**src/rtl/pdp11_bus_pkg.sv**
```systemverilog
// Shared bus definitions: arbiter state encoding and default arbitration sizes.
package pdp11_bus_pkg;

  localparam logic [1:0] ARB_IDLE = 2'd0;
  localparam logic [1:0] ARB_CPU  = 2'd1;
  localparam logic [1:0] ARB_DMA  = 2'd2;

  localparam int DEFAULT_NUM_DMA   = 4;
  localparam int DEFAULT_BURST_LEN = 4;

  typedef enum logic [1:0] {
    ST_IDLE = ARB_IDLE,
    ST_CPU  = ARB_CPU,
    ST_DMA  = ARB_DMA
  } arb_state_t;

endpackage

```
**src/rtl/bus_arbiter_if.sv**
```systemverilog
// RAM-port arbitration signals between the CPU/DMA requesters and the arbiter.
interface bus_arbiter_if #(
  parameter int NUM_DMA = 4,
  parameter int IDX_W   = 2
) ();

  logic               cpu_req;
  logic               cpu_arbitrate;
  logic               cpu_ack;
  logic               hold_en;
  logic               grant_cpu;
  logic [NUM_DMA-1:0] dma_req;
  logic [NUM_DMA-1:0] dma_ack;
  logic               grant_dma;
  logic [IDX_W-1:0]   grant_idx;

  // Requester side drives requests and observes grants.
  modport master (
    output cpu_req, cpu_arbitrate, dma_req,
    input  cpu_ack, hold_en, grant_cpu, dma_ack, grant_dma, grant_idx
  );

  // Arbiter side.
  modport slave (
    input  cpu_req, cpu_arbitrate, dma_req,
    output cpu_ack, hold_en, grant_cpu, dma_ack, grant_dma, grant_idx
  );

endinterface

```
**src/rtl/rr_pick.sv**
```systemverilog
// Rotating-priority encoder: first set req bit scanning upward from last+1, wrapping.
module rr_pick #(
  parameter int NUM_DMA = 4,
  parameter int IDX_W   = 2
) (
  input  logic [NUM_DMA-1:0] req,
  input  logic [IDX_W-1:0]   last,
  output logic               any,
  output logic [IDX_W-1:0]   idx
);

  logic [IDX_W-1:0] scan_pos;

  // Explicit compare for the wrap so non-power-of-two NUM_DMA works.
  always_comb begin
    any      = 1'b0;
    idx      = '0;
    scan_pos = last;
    for (int i = 0; i < NUM_DMA; i++) begin
      scan_pos = (scan_pos == IDX_W'(NUM_DMA - 1)) ? '0 : scan_pos + IDX_W'(1);
      if (!any && req[scan_pos]) begin
        any = 1'b1;
        idx = scan_pos;
      end
    end
  end

endmodule

```
**src/rtl/bus_arbiter.sv**
```systemverilog
// Shared RAM port arbiter: 2-cycle CPU slots and round-robin DMA bursts,
// with a guaranteed CPU slot after every DMA burst.
module bus_arbiter
  import pdp11_bus_pkg::*;
#(
  parameter int NUM_DMA   = DEFAULT_NUM_DMA,
  parameter int BURST_LEN = DEFAULT_BURST_LEN,
  parameter int IDX_W     = 2
) (
  input  logic          clk,
  input  logic          reset,
  bus_arbiter_if.slave  bus
);

  localparam int CNT_W = $clog2(BURST_LEN) + 1;

  arb_state_t       state_reg, state_next;
  logic [IDX_W-1:0] idx_reg, idx_next;
  logic [IDX_W-1:0] last_reg, last_next;
  logic [CNT_W-1:0] burst_cnt_reg, burst_cnt_next;
  logic             cpu_first_reg, cpu_first_next;

  logic             pick_any;
  logic [IDX_W-1:0] pick_idx;

  rr_pick #(
    .NUM_DMA (NUM_DMA),
    .IDX_W   (IDX_W)
  ) u_rr_pick (
    .req  (bus.dma_req),
    .last (last_reg),
    .any  (pick_any),
    .idx  (pick_idx)
  );

  always_ff @(posedge clk) begin
    if (reset) begin
      state_reg     <= ST_IDLE;
      idx_reg       <= '0;
      last_reg      <= IDX_W'(NUM_DMA - 1);
      burst_cnt_reg <= '0;
      cpu_first_reg <= 1'b0;
    end else begin
      state_reg     <= state_next;
      idx_reg       <= idx_next;
      last_reg      <= last_next;
      burst_cnt_reg <= burst_cnt_next;
      cpu_first_reg <= cpu_first_next;
    end
  end

  always_comb begin
    state_next     = state_reg;
    idx_next       = idx_reg;
    last_next      = last_reg;
    burst_cnt_next = burst_cnt_reg;
    cpu_first_next = cpu_first_reg;
    case (state_reg)
      ST_IDLE: begin
        if (cpu_first_reg && bus.cpu_req) begin
          state_next     = ST_CPU;
          cpu_first_next = 1'b0;
        end else if (bus.cpu_arbitrate && pick_any) begin
          state_next     = ST_DMA;
          idx_next       = pick_idx;
          burst_cnt_next = CNT_W'(1);
        end else if (bus.cpu_req) begin
          state_next = ST_CPU;
        end
      end
      ST_CPU: state_next = ST_IDLE;
      ST_DMA: begin
        // Other masters are ignored until the current burst ends.
        if (bus.dma_req[idx_reg] && (burst_cnt_reg < CNT_W'(BURST_LEN))) begin
          burst_cnt_next = burst_cnt_reg + CNT_W'(1);
        end else begin
          state_next     = ST_IDLE;
          last_next      = idx_reg;
          cpu_first_next = bus.cpu_req;
        end
      end
      default: state_next = ST_IDLE;
    endcase
  end

  assign bus.grant_cpu = (state_reg == ST_CPU);
  assign bus.grant_dma = (state_reg == ST_DMA);
  assign bus.hold_en   = (state_reg == ST_IDLE);
  assign bus.grant_idx = bus.grant_dma ? idx_reg : '0;
  assign bus.cpu_ack   = ~bus.cpu_req | bus.grant_cpu;

  for (genvar gi = 0; gi < NUM_DMA; gi++) begin : g_ack
    assign bus.dma_ack[gi] = bus.grant_dma && (idx_reg == IDX_W'(gi));
  end

endmodule

```
**src/flat_wrapper.sv**
```systemverilog
// flat-port wrapper written by rule: the top's interface ports become plain ports
module bus_arbiter_flat import pdp11_bus_pkg::*;
#(
  parameter int NUM_DMA   = DEFAULT_NUM_DMA,
  parameter int BURST_LEN = DEFAULT_BURST_LEN,
  parameter int IDX_W     = 2
)
  (clk, reset, bus_cpu_req, bus_cpu_arbitrate, bus_dma_req, bus_cpu_ack, bus_hold_en, bus_grant_cpu, bus_dma_ack, bus_grant_dma, bus_grant_idx);
  bus_arbiter_if #(.NUM_DMA(NUM_DMA), .IDX_W(IDX_W)) bus_i ();
  input  logic clk;
  input  logic reset;
  input wire logic [$bits(bus_i.cpu_req)-1:0] bus_cpu_req;
  input wire logic [$bits(bus_i.cpu_arbitrate)-1:0] bus_cpu_arbitrate;
  input wire logic [$bits(bus_i.dma_req)-1:0] bus_dma_req;
  output wire logic [$bits(bus_i.cpu_ack)-1:0] bus_cpu_ack;
  output wire logic [$bits(bus_i.hold_en)-1:0] bus_hold_en;
  output wire logic [$bits(bus_i.grant_cpu)-1:0] bus_grant_cpu;
  output wire logic [$bits(bus_i.dma_ack)-1:0] bus_dma_ack;
  output wire logic [$bits(bus_i.grant_dma)-1:0] bus_grant_dma;
  output wire logic [$bits(bus_i.grant_idx)-1:0] bus_grant_idx;
  assign bus_i.cpu_req = bus_cpu_req;
  assign bus_i.cpu_arbitrate = bus_cpu_arbitrate;
  assign bus_i.dma_req = bus_dma_req;
  assign bus_cpu_ack = bus_i.cpu_ack;
  assign bus_hold_en = bus_i.hold_en;
  assign bus_grant_cpu = bus_i.grant_cpu;
  assign bus_dma_ack = bus_i.dma_ack;
  assign bus_grant_dma = bus_i.grant_dma;
  assign bus_grant_idx = bus_i.grant_idx;
  bus_arbiter #(.NUM_DMA(NUM_DMA), .BURST_LEN(BURST_LEN), .IDX_W(IDX_W)) u_core (.clk(clk), .reset(reset), .bus(bus_i));
endmodule
```
**config.mk**
```make
export PLATFORM = sky130hd
export DESIGN_NAME = bus_arbiter_flat
export DESIGN_NICKNAME = d
export VERILOG_FILES = /design/src/rtl/pdp11_bus_pkg.sv /design/src/rtl/bus_arbiter_if.sv /design/src/rtl/rr_pick.sv /design/src/rtl/bus_arbiter.sv /design/src/flat_wrapper.sv
export SDC_FILE = /design/constraint.sdc
export NUM_CORES = 1
export LEC_CHECK = 0
export ABC_AREA = 1
export ABC_CLOCK_PERIOD_IN_PS = 4300
export BUFFER_PORTS_ARGS = -buffer_cell sky130_fd_sc_hd__buf_2
export CAP_MARGIN = 20
export CORE_AREA = 2 2 42 44
export DETAILED_ROUTE_END_ITERATION = 10
export DIE_AREA = 0 0 44 46
export PLACE_DENSITY = 0.77
export SLEW_MARGIN = 25
export SYNTH_ARGS = -nofsm -noshare
export SYNTH_HDL_FRONTEND = slang
export SYNTH_SLANG_ARGS = --single-unit
export TNS_END_PERCENT = 1
```
**constraint.sdc**
```tcl
create_clock -name clk -period 4.3 [get_ports clk]
set_input_delay 0.215 -clock clk [delete_from_list [all_inputs] [get_ports clk]]
set_output_delay 0.215 -clock clk [all_outputs]
set_load 0.03 [all_outputs]
```
---- Word-level counts from Yosys, hierarchy flattened ----
Cells that the tools add are included.
cells by class
  add/sub/neg operators ................... 5
  mux-type cells .......................... 35
  bitwise operators ....................... 4
  reductions and logical operators ........ 21
  equal/unequal tests ..................... 15
  $lt $le $gt $ge ......................... 6
operators by type and width
  operator               count
  $mux W2                13
  $lt A2 B3 Y1 const B   5
  $eq A2 B2 Y1 const B   7
  $mux W1                11
  $bmux W1 S2            5
  $logic_and A1 B1 Y1    10
  $mux W3                3
  $add A2 B1 Y2 const B  4
  $ne A2 B2 Y1 const B   3
  $pmux W3 S2            1
  $reduce_and A3 Y1      2
  $eq A2 B1 Y1 const B   2
  $logic_not A2 Y1       2
  $ne A2 B1 Y1 const B   2
  $ne A4 B2 Y1 const B   1
  $pmux W2 S2            1
  $reduce_and A2 Y1      2
  $reduce_and A4 Y1      1
  $add A3 B1 Y3 const B  1
  $logic_not A1 Y1       3
  $lt A3 B3 Y1 const B   1
  $not A1 Y1             3
  $pmux W1 S2            1
  $reduce_bool A2 Y1     1
  $or A1 B1 Y1           1
word-level totals
  word-level logic and storage cells ...... 91
  flip-flop bits (word level) ............. 10
  bits of input ports ..................... 8

---- Depth between registers and ports, before layout ----
Gate-level depths: netlist of the first run.
  depth in word-level cells ............... 18
  gate-level depth with buffers ........... 14
  depth with buffers taken out ............ 14

---- Modules after synthesis ----
From an unflattened synthesis of the first run, not the netlist that was laid out.
second synthesis, totals
  cells, all modules ...................... 147
  area total of the unflattened synthesis .. 903.4 µm²
modules (own cells, without submodules)
  module       area each (µm²)  instances  cells an instance  seq. area each (µm²)
  bus_arbiter  550.5            1          75                 200.2
  rr_pick      352.8            1          72                 0.0

---- Worst setup path before layout of the first run ----
No wires, ideal clock.
  path type ............................... register -> output
  start ................................... register u_core.state_reg[1]
  end ..................................... output bus_dma_ack[0]
  data required time ...................... 4.085 ns
  data arrival time ....................... 1.776 ns
  cell stages (with the launch flop) ...... 5
  path buffers ............................ 0
  setup slack ............................. 2.309 ns
  cell sequence ........................... dfxtp_1 > inv_2 > nor2_1 > inv_2 > nor3_1
between the ends
  word-level cells in the longest chain between the ends .. 2
RTL lines
  item                     RTL line            source
  from (decl)              bus_arbiter.sv:17   arb_state_t state_reg, state_next;
  from (signal assigned)   bus_arbiter.sv:44   state_reg <= state_next;
  $eq A2 B2 Y1             bus_arbiter.sv:87   assign bus.grant_dma = (state_reg == ST_DMA);
  named net bus_grant_dma  flat_wrapper.sv:19  output wire logic [$bits(bus_i.grant_dma)-1:0] bus_grant_dma;
  $logic_and A1 B1 Y1      bus_arbiter.sv:93   assign bus.dma_ack[gi] = bus.grant_dma && (idx_reg == IDX_W'(gi));
  to (decl)                flat_wrapper.sv:18  output wire logic [$bits(bus_i.dma_ack)-1:0] bus_dma_ack;
The timed path passes the listed nets, and every way through them passes these cells.

---- Final worst setup path of the first run ----
  start ................................... register u_core.last_reg[0]
  end ..................................... register u_core.burst_cnt_reg[2]
between the ends
  word-level cells in the longest chain between the ends .. 17
  elaborated cells between the ends (all ways) .. 33
RTL lines
  item                                                                    RTL line           source
  from (decl)                                                             bus_arbiter.sv:19  logic [IDX_W-1:0] last_reg, last_next;
  from (signal assigned)                                                  bus_arbiter.sv:40  last_reg <= IDX_W'(NUM_DMA - 1);
  from (signal assigned)                                                  bus_arbiter.sv:46  last_reg <= last_next;
  $add A2 B1 Y2 / $eq A2 B2 Y1 (equally long branches)                    rr_pick.sv:20      scan_pos = (scan_pos == IDX_W'(NUM_DMA - 1)) ? '0 : scan_pos + IDX_W'(1);
  $mux W2 *                                                               rr_pick.sv:20
  parallel branches: the longest is 11 deep, another holds $add A2 B1 Y2  -
  $mux W1 *                                                               rr_pick.sv:21      if (!any && req[scan_pos]) begin
  $logic_and A1 B1 Y1 *                                                   bus_arbiter.sv:63  end else if (bus.cpu_arbitrate && pick_any) begin
  $ne A2 B1 Y1 (no source line) *                                         -
  $reduce_and A4 Y1 (no source line) *                                    -
  to (signal assigned)                                                    bus_arbiter.sv:47  burst_cnt_reg <= burst_cnt_next;
  to (decl)                                                               bus_arbiter.sv:20  logic [CNT_W-1:0] burst_cnt_reg, burst_cnt_next;
Every way passes the cells marked *. The select of a mux whose other input is x is not followed.
A chain may end at the register's enable or synchronous reset.

==> results of run 1 <==
stage by stage:
step	power, W	worst slack [ps]	util
floorplan	0.000270	2310	-
global placement	0.000304	2490	0.571
detailed placement	0.000310	2400	0.571
CTS	0.000370	2400	0.584
global route	0.000402	2230	0.584
finish	0.000370	2410	0.584
kinds of logic (layout without fill, tap and decap cells):
group                    Yosys count  count (layout)  share of synthesized area
AO/OA/AOI/OAI                     21              21                      0.144
XOR/XNOR                           1               1                     0.0108
adder cells (fa/ha/maj)            2               2                     0.0307
buffers and inverters             21              41                     0.0968
flip-flops                        10              10                      0.246
AND/OR/NAND/NOR                   80              80                      0.472
cells in the mapped netlist, drive strengths merged:
master and n:
nor3 4, nand4 5, ha 2, xnor2 1, nand2 39, o21ai 10
inv 21, a21oi 9, nor2 23, o211ai 1, a22oi 1, dfxtp 10
nand3 9
final cells by class:
type                            instances  share of cell area
Multi-Input combinational cell        104               0.568
Clock buffer                            3              0.0239
Timing Repair Buffer                   17              0.0902
Inverter                               21              0.0836
Tap cell                               17              0.0225
Sequential cell                        10               0.212
final timing paths:
kind | from | slack [ps] | cells after the start | end
min | reset | 160 | 2 | u_core.state_reg[1]
max | u_core.last_reg[0] | 2410 | 11 | u_core.burst_cnt_reg[2]
max reg2reg | u_core.last_reg[0] | 2410 | 11 | u_core.burst_cnt_reg[2]
min reg2reg | u_core.last_reg[1] | 490 | 2 | u_core.last_reg[1]
metal layers:
| metal | track usage | part of all wire | vias to the layer above |
|---|---|---|---|
| met5 | 0 | 0 | - |
| met4 | 0.0545 | 0.012 | 0 |
| met3 | 0.0238 | 0.023 | 4 |
| met2 | 0.347 | 0.50 | 16 |
| met1 | 0.233 | 0.46 | 393 |
| li1 | - | - | 480 |
worst reg2reg max path, cell delays in order (launching register included):
cell and delay [ps]:
dfxtp_1 480, ha_1 350, inv_1 180, nand2_2 90, nand2_2 100, nand2_1 60
nand2_1 90, nand3_2 130, nand4_4 140, nand3_1 90, nand2_1 60, nor2_1 30
power by group:
part           internal (W)   total, W  switching [W]
registers          0.000108   0.000124      0.0000156
logic             0.0000603   0.000185       0.000125
clock network     0.0000322  0.0000610      0.0000288
==> results.ini, run 1 <==
[grt]
track_usage = 0.191
grt_remaining_overflow = 0
grt_max_degree = 11
grt_pass1_vias = 730
grt_pass1_wl_um = 2920
antenna_found_initial = 0

[clock_network]
clk_pin_slew_ps = 60
cts_inserted_buffers = 3
insertion_delay_ps = 260
clock_sinks = 10
cts_resized = 0
clockBufferDepth = 2
htree_levels = 1
postCtsSetupRepairBufs = 0
ctsRootBufferMaster = clkbuf_4
cts_tree = built
cts_hold_repair.buffers = 0

[layout]
largest_reg_flops = 3
fin_nets = 167
area.sequential_um2 = 200
drive_gt1_frac = 0.258
nFillCells = 163
finalNonFillerCells = 172
area_growth_pct = 15.8
final_cell_mix = nand2_1, nor2_1, buf_2
fin_area_um2 = 943
multi_input_area_um2 = 536
antenna_cells = 0
final_common_cell = nand2_1

[floorplanning]
initial_core_util = 0.505
dieArea_um2 = 2020
num_rows = 15
die-width_um = 44
core_um2 = 1610
io_pins = 18
die_h_um = 46

[sta]
min_period_ps = 1890
period_share = 0.440
timing_hold_violations_final = 0
setup-tns-final_ps = 0
worst_slew_pin_slew_ps = 425
fin_skew_ps = 4.21
relSlewSlack = 0.715
drv_slew = 0
rsz0062_at_grt = false
fmax_mhz = 528
setup_violations = 0
whs_ps = 158

[detailed_routing]
vias = 893
postRouteAntennaNets = 0
vias_per_cell = 5.19
wl_um = 1810
drt_iter0_markers = 14
drtPass1Iterations = 4
routedWlPerCell_um = 10.5
drc = 0

[synthesis]
syn_area_per_cell_um2 = 6.03
synth_top_area_share = 0.246
synth.distinct_cells = 23
seq_area_frac_synth = 0.246
synth_fp_nets = 145
synth_top_cell_by_area = dfxtp_1
yosysWarnings = 0
ys_ff_latch = 10
syn-cell-area_um2 = 815
yosys-top-cells-area = dfxtp_1, nand2_1, nor2_1, inv_1, nand2_2
syn_inst = 135

[setup_path]
crit_top_cell = nand2_1
cp_cell_sequence = ha_1 -> inv_1 -> nand2_2 -> nand2_2 -> nand2_1 -> nand2_1 -> nand3_2 -> nand4_4 -> nand3_1 -> nand2_1 -> nor2_1
cp.arrival_ps = 2050
crit_path_end_kind = flop
worstSetupPathType = reg2reg
required_ps = 4450
cp.buffers_inverters = 1
critPathTopFamily = simple AND/OR/NAND/NOR gates
cp-start-kind = flop
slowest_delay_ps = 480
worstPathMaxFanout = 10
slowest_stage = dfxtp_1

[placed_design]
placement.io_buffers = 17
placed_area_um2 = 921
dp_cells = 169
hpwl_um = 1450
place.gp.congestion = 0.821

[power_and_ir_drop]
power_leakage_nw = 0.494
peakVddDrop_mv = 0.306
powerDensity_nw_per_um2 = 392

[run_status]
run_status = finished clean

[job]
maxCapViolations = 0

[worst_hold_path]
min_path_type = in2reg

Note: power is estimated with default switching activity, not from simulation.
==> run 2: changes to the inputs <==
- ABC_CLOCK_PERIOD_IN_PS: 4300 -> 1610
- CORE_AREA: 2 2 42 44 -> 2 2 52 42
- DIE_AREA: 0 0 44 46 -> 0 0 54 44
- PLACE_DENSITY: 0.77 -> 0.7
- clock period: 4.3 -> 1.61 ns (I/O delays scaled with it)
==> results.ini, run 2 (synthesized netlist as in run 1, its figures left out) <==
[grt]
grt_max_degree = 11  ; unchanged
antenna_found_initial = 0  ; unchanged
grt_pass1_wl_um = 3610  ; +24%
grt_remaining_overflow = 0  ; unchanged
track_usage = 0.207  ; +0.0167
grt_pass1_vias = 818  ; +12%

[placed_design]
hpwl_um = 1630  ; +12%
place_ws_ps = -99.8  ; -2500 ps
placement.io_buffers = 17  ; unchanged
place.gp.congestion = 0.928  ; +13%

[detailed_routing]
postRouteAntennaNets = 0  ; unchanged
vias_per_cell = 5.17  ; -0.47%
drc = 0  ; unchanged
routedWlPerCell_um = 11.8  ; +12%
drt_iter0_markers = 29  ; +15
wl_um = 2250  ; +24%
vias = 987  ; +11%
drtPass1Iterations = 4  ; unchanged

[floorplanning]
initial_core_util = 0.431  ; -0.0741
dieArea_um2 = 2380  ; +17%
die_h_um = 44  ; -4.3%
core_um2 = 1890  ; +17%
die-width_um = 54  ; +23%
num_rows = 14  ; -1
io_pins = 18  ; unchanged

[sta]
setup_violations = 0  ; unchanged
min_period_ps = 1590  ; -299 ps
timing_hold_violations_final = 0  ; unchanged
fin_skew_ps = 4.54  ; +0.324 ps
drv_slew = 0  ; unchanged
rsz0062_at_grt = true
finalWorstSetupSlack_ps = 16.0  ; -2390 ps
relSlewSlack = 0.612  ; -0.103
fmax_mhz = 627  ; +19%
worst_slew_pin_slew_ps = 580  ; +155 ps
period_share = 0.990  ; +0.550

[clock_network]
htree_levels = 1  ; unchanged
insertion_delay_ps = 280  ; +20 ps
clock_sinks = 10  ; unchanged
cts_inserted_buffers = 3  ; unchanged
clockBufferDepth = 2  ; unchanged
ctsRootBufferMaster = clkbuf_4
cts_tree = built
clk_pin_slew_ps = 70  ; about the same

[power_and_ir_drop]
p_switching_w = 0.000530  ; +210%
p_int_w = 0.000667  ; +230%
switching_share = 0.443  ; -0.0148
peakVddDrop_mv = 0.563  ; +84%
power_leakage_nw = 0.558  ; +13%
power_frac_seq = 0.278  ; -0.056
p_clk_frac = 0.197  ; +0.032
powerDensity_nw_per_um2 = 1070  ; +170%
combPwrFrac = 0.525  ; +0.024

[layout]
final_cell_mix = nand2_1, nor2_1, buf_2
area_growth_pct = 37.6
antenna_cells = 0  ; unchanged
fin_util = 0.593  ; +0.00810
largest_reg_flops = 3  ; unchanged
final_common_cell = nand2_1
drive_gt1_frac = 0.377  ; +0.119
fin_nets = 178  ; +6.6%

[worst_hold_path]
min_path_type = in2reg

[setup_path]
crit_path_end_kind = flop
slowest_delay_ps = 340  ; -140 ps
worstPathMaxFanout = 6  ; -4
cp.buffers_inverters = 0  ; -1
cp_cell_sequence = ha_4 -> nor2_4 -> nand2_1 -> nand2_2 -> nand2_2 -> nand2_4 -> nand3_4 -> a21oi_2 -> nand3_1 -> nand2_1 -> nor2_1
slowest_stage = dfxtp_2
cp.arrival_ps = 1770  ; -280 ps
cp-start-kind = flop
critPathTopFamily = simple AND/OR/NAND/NOR gates
worstSetupPathType = reg2reg
required_ps = 1780  ; -2670 ps

[run_status]
run_status = finished clean

[job]
maxCapViolations = 0  ; unchanged

[run 2: per-layer routing]
metal | wire length [um] | part of all wire | vias up | track usage
met5 | 0 | 0 | - | 0
met2 | 972 | 0.43 | 34 | 0.310
met1 | 1100 | 0.49 | 446 | 0.294
li1 | - | - | 504 | -
met4 | 12 | 0.0053 | 0 | 0.0450
met3 | 161 | 0.072 | 3 | 0.0621
[run 2: worst paths after layout]
| path | start | end | slack (ps) | cells after the start |
|---|---|---|---|---|
| worst max-delay path | u_core.last_reg[0] | u_core.state_reg[0] | 20 | 11 |
| worst min-delay path | bus_cpu_req | u_core.cpu_first_reg | 140 | 3 |
| worst max register to register | u_core.last_reg[0] | u_core.state_reg[0] | 20 | 11 |
| worst min register to register | u_core.last_reg[1] | u_core.last_reg[1] | 510 | 2 |
[run 2: final cells by class]
type,count,area [um2]
Fill cell,178,771
Multi-Input combinational cell,105,609
Sequential cell,10,204
Timing Repair Buffer,27,163
Inverter,21,78.8
Clock buffer,4,36.3
Tap cell,24,30.0
[run 2: what timing repair did]
item / 4_1_cts / 5_1_grt
gates resized for setup: 3 / 12
hold buffers: 1 / 0
cloned: 0 / 1
hold endpoints to repair: 1 / 0
setup buffers: 0 / 1
pin swaps: 0 / 3
endpoints found under the setup margin: 6 / 10
[run 2: per-stage QoR]
step           hold WS (ps)  total power [W]  area [um2]  TNS, ps  std cells
2_1_floorplan           150         0.000721         815    -1680        135
3_3_place_gp            283         0.000876         990     -107        184
3_5_place_dp            279         0.000885         990     -443        184
4_1_cts                 135          0.00114        1050    -2.07        189
5_1_grt                 174          0.00129        1120     -485        191
6_report                143          0.00120        1120        0        191
[run 2: worst reg2reg max path, stage by stage, from the launching register on]
cell	delay (ps)
dfxtp_2	340
ha_4	170
nor2_4	190
nand2_1	90
nand2_2	110
nand2_2	80
nand2_4	90
nand3_4	120
a21oi_2	130
nand3_1	70
nand2_1	80
nor2_1	40
[run 2: power groups by stage]
stage	combinational (W)	sequential (W)	clock, W
floorplan	0.000395	0.000326	0
global placement	0.000546	0.000330	0
detailed placement	0.000554	0.000331	0
CTS	0.000578	0.000329	0.000236
global route	0.000696	0.000340	0.000251
finish	0.000629	0.000333	0.000236
==> run 3: changes to the inputs <==
- CORE_AREA: 2 2 52 42 -> 2 2 44 46
- CTS_BUF_LIST: default -> sky130_fd_sc_hd__clkbuf_4
- DIE_AREA: 0 0 54 44 -> 0 0 46 48
- PLACE_DENSITY: 0.7 -> 0.74
==> results.ini, run 3 (synthesized netlist as in run 1, its figures left out) <==
[sta]
worst_slew_pin_slew_ps = 548  ; -31.6 ps
rsz0062_at_grt = true
setup_violations = 3  ; +3
period_share = 1.01  ; +0.0174
drv_slew = 0  ; unchanged
setup-tns-final_ps = -23.1  ; -23.1 ps
timing_hold_violations_final = 0  ; unchanged
finalWorstSetupSlack_ps = -12.0  ; -28.0 ps
min_period_ps = 1620  ; +28.0 ps
fin_skew_ps = 2.34  ; -2.20 ps
fmax_mhz = 617  ; -1.7%
relSlewSlack = 0.633  ; +0.0212

[setup_path]
cp_cell_sequence = ha_4 -> nor2_4 -> nand2_2 -> a21oi_4 -> nand2_2 -> nor2_1 -> nor2_1 -> nor2_1 -> nor2_1 -> nor2_1
crit_path_end_kind = flop
slowest_stage = dfxtp_2
cp-start-kind = flop
worstSetupPathType = reg2reg
cp.buffers_inverters = 0  ; unchanged
slowest_delay_ps = 340  ; about the same
required_ps = 1810  ; +30 ps
crit_top_cell = nor2_1
critPathTopFamily = simple AND/OR/NAND/NOR gates
worstPathMaxFanout = 6  ; unchanged
cp.arrival_ps = 1820  ; +50 ps
setup.worst_path.start = u_core.last_reg[0]
reg2reg_from = u_core.last_reg[0]

[detailed_routing]
drt_iter0_markers = 29  ; unchanged
vias_per_cell = 5.37  ; +3.9%
drc = 0  ; unchanged
routedWlPerCell_um = 11.7  ; -0.31%
wl_um = 2100  ; -6.6%
drtPass1Iterations = 4  ; unchanged
postRouteAntennaNets = 0  ; unchanged
vias = 961  ; -2.6%

[layout]
fin_nets = 174  ; -2.2%
area_growth_pct = 31.0
fin_util = 0.632  ; +0.0393
antenna_cells = 0  ; unchanged
final_cell_mix = nand2_1, nor2_1, buf_2
final_common_cell = nand2_1
drive_gt1_frac = 0.352  ; -0.0254
largest_reg_flops = 3  ; unchanged

[clock_network]
ctsRootBufferMaster = clkbuf_4
cts_inserted_buffers = 3  ; unchanged
insertion_delay_ps = 260  ; -20 ps
cts_tree = built
clk_pin_slew_ps = 60  ; about the same
clock_sinks = 10  ; unchanged
clockBufferDepth = 2  ; unchanged
htree_levels = 1  ; unchanged

[worst_hold_path]
min_path_type = in2reg
min-delay-start = bus_cpu_req

[floorplanning]
num_rows = 15  ; +1
core_um2 = 1690  ; -11%
die-width_um = 46  ; -15%
dieArea_um2 = 2210  ; -7.1%
initial_core_util = 0.482  ; +0.0517
io_pins = 18  ; unchanged
die_h_um = 48  ; +9.1%

[grt]
track_usage = 0.201  ; -0.00671
antenna_found_initial = 0  ; unchanged
grt_pass1_wl_um = 3220  ; -11%
grt_max_degree = 11  ; unchanged
grt_remaining_overflow = 0  ; unchanged
grt_pass1_vias = 808  ; -1.2%

[placed_design]
hpwl_um = 1580  ; -3.2%
place.gp.congestion = 0.827  ; -11%
placement.io_buffers = 17  ; unchanged

[power_and_ir_drop]
power_leakage_nw = 0.535  ; -4.1%
powerDensity_nw_per_um2 = 1030  ; -3.8%
peakVddDrop_mv = 0.670  ; +19%

[job]
maxCapViolations = 0  ; unchanged

[run_status]
run_status = complete, but fails checks
violations = negative setup slack

-- run 3: where the power goes --
group | total [W] | internal (W) | switching [W]
registers | 0.000329 | 0.000290 | 0.0000387
clock network | 0.000172 | 0.0000864 | 0.0000855
logic | 0.000597 | 0.000216 | 0.000381
total | 0.00110 | 0.000592 | 0.000505
-- run 3: metal layers --
| layer | wire length (um) | up-vias | GRT usage |
|---|---|---|---|
| met2 | 1190 | 13 | 0.386 |
| li1 | - | 497 | - |
| met4 | 27 | 0 | 0.0857 |
| met5 | 0 | - | 0 |
| met1 | 837 | 447 | 0.226 |
| met3 | 51 | 4 | 0.0113 |
-- run 3: final cells by class --
type,count,area (um2)
Tap cell,17,21.3
Inverter,21,78.8
Timing Repair Buffer,23,133
Sequential cell,10,203
Fill cell,176,622
Clock buffer,3,22.5
Multi-Input combinational cell,105,609
-- run 3: tightest hold or removal path, cell delays in order --
cell and delay [ps]:
buf_2 120, a22oi_1 90, nor2_1 80
-- run 3: what timing repair did --
action / 4_1_cts / 5_1_grt
gates resized for setup: 3 / 12
hold buffers: 1 / 0
gates cloned: 0 / 1
pin swaps: 0 / 2
hold endpoints to repair: 1 / 0
setup buffers: 0 / 1
endpoints found under the setup margin: 6 / 7
-- run 3: metrics by stage --
step	instances	setup slack [ps]	area (um2)	hold WS (ps)	total power [W]
global placement	173	-42.5	951	292	0.000839
finish	179	-12.0	1070	143	0.00110
floorplan	135	-246	815	150	0.000721
CTS	177	-8.12	1000	136	0.00105
detailed placement	173	-92.1	951	285	0.000857
global route	179	-155	1070	154	0.00118
-- run 3: final timing paths --
kind,to,slack (ps),depth (start not counted)
min,u_core.cpu_first_reg,140,3
min reg2reg,u_core.last_reg[1],500,2
max,u_core.idx_reg[0],-10,10
max reg2reg,u_core.idx_reg[0],-10,10
